[src/rtl/pi1_dcv_pkg.sv]
// Shared pi1 definitions: op encodings, FSM states and a constant clog2.
package pi1_dcv_pkg;

  localparam logic [1:0] PINOOP = 2'b00;
  localparam logic [1:0] PIWROP = 2'b01;
  localparam logic [1:0] PIRDOP = 2'b10;
  localparam logic [1:0] PIRWOP = 2'b11;

  // ST_FIN is the single settle cycle of an access that issues no beats.
  typedef enum logic [1:0] {
    ST_IDLE = 2'b00,
    ST_BEAT = 2'b01,
    ST_RESP = 2'b10,
    ST_FIN  = 2'b11
  } dcv_state_e;

  // Ceiling log2 for elaboration-time sizing.
  function automatic int clog2(input int value);
    int v;
    int r;
    v = value - 1;
    r = 0;
    while (v > 0) begin
      r = r + 1;
      v = v >> 1;
    end
    return r;
  endfunction

  // RD and RW both return data to the master.
  function automatic logic op_reads(input logic [1:0] op);
    return op[1];
  endfunction

endpackage

[src/rtl/pi1_dcv_selscan.sv]
// Next-active-beat finder for the pi1 down-converter.
// Returns the first beat index >= start_i that should be issued, or flags
// that none is left. With PI1_DCV_SKIPZEROSEL_EN defined, beats whose sel
// slice is all-zero are skipped; otherwise every beat is active and the
// block is a plain incrementer.
module pi1_dcv_selscan
  import pi1_dcv_pkg::*;
#(
  parameter int NBEAT = 4,
  parameter int SELW  = 4,
  parameter int BW    = 2
) (
  input  logic [SELW-1:0] sel_i,
  input  logic [BW:0]     start_i,
  output logic [BW-1:0]   next_o,
  output logic            none_o
);

`ifdef PI1_DCV_SKIPZEROSEL_EN
  localparam int SLW = SELW / NBEAT;

  logic [NBEAT-1:0] active;

  // A beat is active when any byte select in its slice is set.
  always_comb begin
    active = '0;
    for (int i = 0; i < NBEAT; i++) begin
      active[i] = |sel_i[i*SLW +: SLW];
    end
  end

  // Scan downwards so the lowest qualifying index is the one left standing.
  always_comb begin
    next_o = '0;
    none_o = 1'b1;
    for (int i = NBEAT - 1; i >= 0; i--) begin
      if (active[i] && ((BW+1)'(i) >= start_i)) begin
        next_o = BW'(i);
        none_o = 1'b0;
      end else begin
        next_o = next_o;
        none_o = none_o;
      end
    end
  end
`else
  logic [SELW-1:0] sel_unused;
  assign sel_unused = sel_i;
  assign next_o     = start_i[BW-1:0];
  assign none_o     = start_i[BW];
`endif

endmodule

[src/rtl/pi1_dcv.sv]
// pi1 data-width down-converter: splits one wide master access into
// MARCHBITSZ/SARCHBITSZ serialised narrow slave beats and reassembles read
// data. Optional build macro PI1_DCV_SKIPZEROSEL_EN suppresses beats whose
// byte-select slice is zero.
module pi1_dcv
  import pi1_dcv_pkg::*;
#(
  parameter  int MARCHBITSZ = 32,
  parameter  int SARCHBITSZ = 8,
  localparam int R          = MARCHBITSZ / SARCHBITSZ,
  localparam int BW         = clog2(R),
  localparam int MADDRBITSZ = MARCHBITSZ - clog2(MARCHBITSZ / 8),
  localparam int SADDRBITSZ = MADDRBITSZ + BW,
  localparam int MSELW      = MARCHBITSZ / 8,
  localparam int SSELW      = SARCHBITSZ / 8
) (
  input  logic                  clk_i,
  input  logic                  rst_i,
  input  logic [1:0]            m_op_i,
  input  logic [MADDRBITSZ-1:0] m_addr_i,
  input  logic [MARCHBITSZ-1:0] m_data_i,
  output logic [MARCHBITSZ-1:0] m_data_o,
  input  logic [MSELW-1:0]      m_sel_i,
  output logic                  m_rdy_o,
  output logic [1:0]            s_op_o,
  output logic [SADDRBITSZ-1:0] s_addr_o,
  output logic [SARCHBITSZ-1:0] s_data_o,
  input  logic [SARCHBITSZ-1:0] s_data_i,
  output logic [SSELW-1:0]      s_sel_o,
  input  logic                  s_rdy_i
);

  dcv_state_e state_q, state_d;

  logic [1:0]            op_q, op_d;
  logic [MADDRBITSZ-1:0] addr_q, addr_d;
  logic [MARCHBITSZ-1:0] wdata_q, wdata_d;
  logic [MSELW-1:0]      sel_q, sel_d;
  logic [BW-1:0]         beat_q, beat_d;
  logic [MARCHBITSZ-1:0] rdata_q, rdata_d;
  logic [MARCHBITSZ-1:0] m_data_q, m_data_d;
  logic                  m_rdy_q, m_rdy_d;
  logic [1:0]            s_op_q, s_op_d;
  logic [SADDRBITSZ-1:0] s_addr_q, s_addr_d;
  logic [SARCHBITSZ-1:0] s_data_q, s_data_d;
  logic [SSELW-1:0]      s_sel_q, s_sel_d;

  logic [MSELW-1:0]      scan_sel;
  logic [BW:0]           scan_start;
  logic [BW-1:0]         scan_next;
  logic                  scan_none;
  logic [MARCHBITSZ-1:0] src_data;
  logic [SARCHBITSZ-1:0] load_data;
  logic [SSELW-1:0]      load_sel;
  logic [MARCHBITSZ-1:0] rdata_capt;

  // Scan from beat 0 of the incoming request in IDLE, else past the current beat.
  always_comb begin
    if (state_q == ST_IDLE) begin
      scan_sel   = m_sel_i;
      scan_start = '0;
      src_data   = m_data_i;
    end else begin
      scan_sel   = sel_q;
      scan_start = {1'b0, beat_q} + (BW+1)'(1);
      src_data   = wdata_q;
    end
  end

  pi1_dcv_selscan #(
    .NBEAT (R),
    .SELW  (MSELW),
    .BW    (BW)
  ) u_selscan (
    .sel_i   (scan_sel),
    .start_i (scan_start),
    .next_o  (scan_next),
    .none_o  (scan_none)
  );

  // Extract the write lane and sel slice of the beat about to be issued.
  always_comb begin
    load_data = '0;
    load_sel  = '0;
    for (int k = 0; k < R; k++) begin
      if (scan_next == BW'(k)) begin
        load_data = src_data[k*SARCHBITSZ +: SARCHBITSZ];
        load_sel  = scan_sel[k*SSELW +: SSELW];
      end else begin
        load_data = load_data;
        load_sel  = load_sel;
      end
    end
  end

  // Merge the slave read data into the current lane for RD/RW accesses.
  always_comb begin
    rdata_capt = rdata_q;
    for (int k = 0; k < R; k++) begin
      if ((beat_q == BW'(k)) && op_reads(op_q)) begin
        rdata_capt[k*SARCHBITSZ +: SARCHBITSZ] = s_data_i;
      end else begin
        rdata_capt = rdata_capt;
      end
    end
  end

  // Next-state and registered-output logic of the beat sequencer.
  always_comb begin
    state_d  = state_q;
    op_d     = op_q;
    addr_d   = addr_q;
    wdata_d  = wdata_q;
    sel_d    = sel_q;
    beat_d   = beat_q;
    rdata_d  = rdata_q;
    m_data_d = m_data_q;
    m_rdy_d  = m_rdy_q;
    s_op_d   = s_op_q;
    s_addr_d = s_addr_q;
    s_data_d = s_data_q;
    s_sel_d  = s_sel_q;
    case (state_q)
      ST_IDLE: begin
        if (m_op_i != PINOOP) begin
          op_d    = m_op_i;
          addr_d  = m_addr_i;
          wdata_d = m_data_i;
          sel_d   = m_sel_i;
          rdata_d = '0;
          m_rdy_d = 1'b0;
          if (scan_none) begin
            state_d = ST_FIN;
          end else begin
            state_d  = ST_BEAT;
            beat_d   = scan_next;
            s_op_d   = m_op_i;
            s_addr_d = {m_addr_i, scan_next};
            s_data_d = load_data;
            s_sel_d  = load_sel;
          end
        end else begin
          state_d = ST_IDLE;
        end
      end
      ST_BEAT: begin
        if (s_rdy_i) begin
          s_op_d  = PINOOP;
          state_d = ST_RESP;
        end else begin
          state_d = ST_BEAT;
        end
      end
      ST_RESP: begin
        if (s_rdy_i) begin
          rdata_d = rdata_capt;
          if (scan_none) begin
            state_d  = ST_IDLE;
            m_rdy_d  = 1'b1;
            m_data_d = rdata_capt;
          end else begin
            state_d  = ST_BEAT;
            beat_d   = scan_next;
            s_op_d   = op_q;
            s_addr_d = {addr_q, scan_next};
            s_data_d = load_data;
            s_sel_d  = load_sel;
          end
        end else begin
          state_d = ST_RESP;
        end
      end
      ST_FIN: begin
        state_d  = ST_IDLE;
        m_rdy_d  = 1'b1;
        m_data_d = rdata_q;
      end
      default: begin
        state_d = ST_IDLE;
        m_rdy_d = 1'b1;
        s_op_d  = PINOOP;
      end
    endcase
  end

  // State and datapath registers with synchronous reset.
  always_ff @(posedge clk_i) begin
    if (rst_i) begin
      state_q  <= ST_IDLE;
      op_q     <= PINOOP;
      addr_q   <= '0;
      wdata_q  <= '0;
      sel_q    <= '0;
      beat_q   <= '0;
      rdata_q  <= '0;
      m_data_q <= '0;
      m_rdy_q  <= 1'b1;
      s_op_q   <= PINOOP;
      s_addr_q <= '0;
      s_data_q <= '0;
      s_sel_q  <= '0;
    end else begin
      state_q  <= state_d;
      op_q     <= op_d;
      addr_q   <= addr_d;
      wdata_q  <= wdata_d;
      sel_q    <= sel_d;
      beat_q   <= beat_d;
      rdata_q  <= rdata_d;
      m_data_q <= m_data_d;
      m_rdy_q  <= m_rdy_d;
      s_op_q   <= s_op_d;
      s_addr_q <= s_addr_d;
      s_data_q <= s_data_d;
      s_sel_q  <= s_sel_d;
    end
  end

  assign m_data_o = m_data_q;
  assign m_rdy_o  = m_rdy_q;
  assign s_op_o   = s_op_q;
  assign s_addr_o = s_addr_q;
  assign s_data_o = s_data_q;
  assign s_sel_o  = s_sel_q;

endmodule

[config.mk]
export PLATFORM = sky130hd
export DESIGN_NAME = pi1_dcv
export DESIGN_NICKNAME = d
export VERILOG_FILES = /design/src/rtl/pi1_dcv_pkg.sv /design/src/rtl/pi1_dcv_selscan.sv /design/src/rtl/pi1_dcv.sv
export SDC_FILE = /design/constraint.sdc
export NUM_CORES = 1
export LEC_CHECK = 0
export CAP_MARGIN = 20
export CORE_MARGIN = 4
export CORE_UTILIZATION = 30
export DETAILED_ROUTE_END_ITERATION = 16
export PLACE_DENSITY = 0.48
export SETUP_SLACK_MARGIN = 0.2
export SLEW_MARGIN = 20
export SYNTH_ARGS = -nofsm -noshare
export SYNTH_HDL_FRONTEND = slang
export SYNTH_SLANG_ARGS = --single-unit
[constraint.sdc]
create_clock -name clk_i -period 4.9 [get_ports clk_i]
set_input_delay 0.98 -clock clk_i [delete_from_list [all_inputs] [get_ports clk_i]]
set_output_delay 0.98 -clock clk_i [all_outputs]
set_load 0.005 [all_outputs]
==> impl_metrics.tcl <==
set metrics [dict create \
    grt_pass1_vias 5946 \
    track_usage 0.146 \
    period_needed_ns 2.87 \
    ys_ff_latch 180 \
    fin_skew_ns 0.0134 \
    maxCapViolations 0 \
    synth_mux_area_frac 0.123 \
    final_common_cell "dfxtp_1" \
    start_util 0.308 \
    slew_violations 0 \
    postLayoutCoreUtil 0.405 \
    worst_setup_path_end_kind "register" \
    ir_drop_v 0.000171 \
    worst_pin_slew_ns 1.07 \
    cts_tree "yes" \
    ys_warn_count 0 \
    routabilityCongestion 0.725 \
    fin_crit_sh 0.585 \
    mostFrequentLayoutCells "dfxtp_1 (180), clkdlybuf4s50_1 (153), nand2_1 (151), nor2_1 (109), mux2i_1 (84)" \
    first_pass_iters 4 \
    seq_area_frac_synth 0.477 \
    synth-edff-count 0 \
    via_per_inst 4.84 \
    syn_avg_cell_area_um2 8.87 \
    vias 6293 \
    async_flop_share 0 \
    required_ns 5.22 \
    antenna_found_initial 2 \
    fmaxAchievable_ghz 0.349 \
    wire_per_inst_um 16.0 \
    static-leakage-power_nw 3.66 \
    syn_nets 940 \
    dieHeight_um 167 \
    synth_top_family_by_area "compound AO/OA/AOI/OAI gates" \
    synthesis.area_um2 7560 \
    synth_cells 852 \
    status "finished clean" \
    cts_buffers 17 \
    hpwl_mm 13.6 \
    synth_fa_ha_area_frac 0.0149 \
    rsz0062_at_grt "false" \
    grt_max_degree 130 \
    insertion_delay_ns 0.42 \
    drcViolationCount 0 \
    totalWireLength_mm 20.8 \
    grt_pass1_wl_mm 33.2 \
    core_area_um2 24500 \
    hold_buffers 0 \
    hold_path.class "reg -> reg" \
    timing.slew.headroom 0.285 \
    fin_ws_ns 2.03 \
    setup_violations 0 \
    io_pins 155 \
    ys_types 37 \
    setup_tns_ns 0 \
    clockBufferDepth 2 \
    synth_xor_area_frac 0 \
    io_buffers 154 \
    cts.clk_slew.worst_paths_ns 0.07 \
    synth-simple-area-share 0.155 \
    cts.sinks 180 \
    ys.flop_type "dfxtp_1" \
    cts_resized 0 \
    nNetsFinal 1050 \
    synth-compound-area-share 0.186 \
    hold_viol 0 \
    final_layout_size_suffix_gt1_frac 0.0626 \
    cellPowerDensity_nw_per_um2 367 \
    num_rows 57 \
    post-place-ws_ns 1.78 \
    area_growth_pct 31.5 \
    fillCellCount 2517 \
    die_w_um 167 \
    cp_max_fo 38 \
    diodes 0 \
    dieArea_um2 27800 \
    grt_overflow 0 \
    ant_nets 0 \
    drtIter0Drc 364 \
    root_buffer "clkbuf_16" \
    crit_arrival_ns 3.19 \
    path_class "reg -> reg" \
    cts_setup_buffers 0 \
    cts-htree-levels 4 \
    cp-start-kind "register" \
]
worst paths after layout:
| check | depth (start not counted) | end | start | slack [ns] |
|---|---|---|---|---|
| worst max-delay path | 7 | m_data_o[22]$_SDFFE_PP0P_ | state_q[0]$_SDFF_PP0_ | 2.03 |
| worst min register to register | 2 | addr_q[17]$_SDFFE_PP0P_ | addr_q[17]$_SDFFE_PP0P_ | 0.45 |
| worst min-delay path | 2 | addr_q[17]$_SDFFE_PP0P_ | addr_q[17]$_SDFFE_PP0P_ | 0.45 |
| worst max register to register | 7 | m_data_o[22]$_SDFFE_PP0P_ | state_q[0]$_SDFF_PP0_ | 2.03 |
layout make-up:
type                    count  area [um2]  share of cell area
clock buffers              19         453              0.0456
multi-input cells         594        3670               0.369
inverters                   6        22.5             0.00227
repair buffers            163        1610               0.162
flip-flops and latches    180        3600               0.363
well taps                 324         405              0.0408
clock inverters            13         170              0.0171
metal layers:
layer / up-vias / global-route usage / routed length [um]
li1: 3239 / - / -
met1: 2920 / 0.206 / 10400
met2: 114 / 0.221 / 9220
met3: 16 / 0.0431 / 980
met4: 4 / 0.0334 / 174
met5: - / 0 / 28
cells by family after synthesis:
group | after synthesis
compound gates | 201
fa+ha+maj | 9
buf+inv | 78
flops | 180
mux | 92
simple gates | 292
registers in the layout, indices dropped and copies added (netlist names), 2 cells and up:
register,cells
op_q,2
s_op_o,2
beat_q,2
addr_q,30
s_data_o,8
m_data_o,32
wdata_q,32
state_q,2
sel_q,4
s_addr_o,32
rdata_q,32
synthesized netlist by cell type (all sizes together) (5+ instances only):
cell type  instances  area share
a211oi            63       0.063
a21oi             73       0.048
a311oi             9       0.010
a32oi             32       0.037
buf               35       0.022
clkbuf            37       0.018
dfxtp            180        0.48
ha                 9       0.015
inv                5      0.0025
mux2               8       0.012
mux2i             84        0.11
nand2            151       0.075
nand3              6      0.0040
nor2             111       0.055
nor3               5      0.0033
o22a               8      0.0093
critical path, cell delays in order (launching register included):
cell      delay, ns
dfxtp_1        0.36
inv_1          0.11
ha_1           0.54
nand2b_1       0.39
o22ai_4        0.59
buf_4          0.46
nor2_1         0.08
a211oi_1       0.23
power by group:
part	internal [mW]	total [mW]	switching, mW
sequential	1.56	1.61	0.0536
combinational	0.275	0.587	0.312
clock	0.840	1.44	0.603
total	2.68	3.64	0.968
through the flow:
stage / hold slack (ns) / power, mW / instance area [um2] / cells
floorplan: 0.433 / 1.97 / 7560 / 852
global placement: 0.441 / 2.24 / 9310 / 1267
detailed placement: 0.446 / 2.24 / 9310 / 1267
CTS: 0.456 / 3.70 / 9940 / 1299
global route: 0.471 / 3.83 / 9940 / 1299
finish: 0.453 / 3.64 / 9940 / 1299
Power figures use the tool's default switching activity.
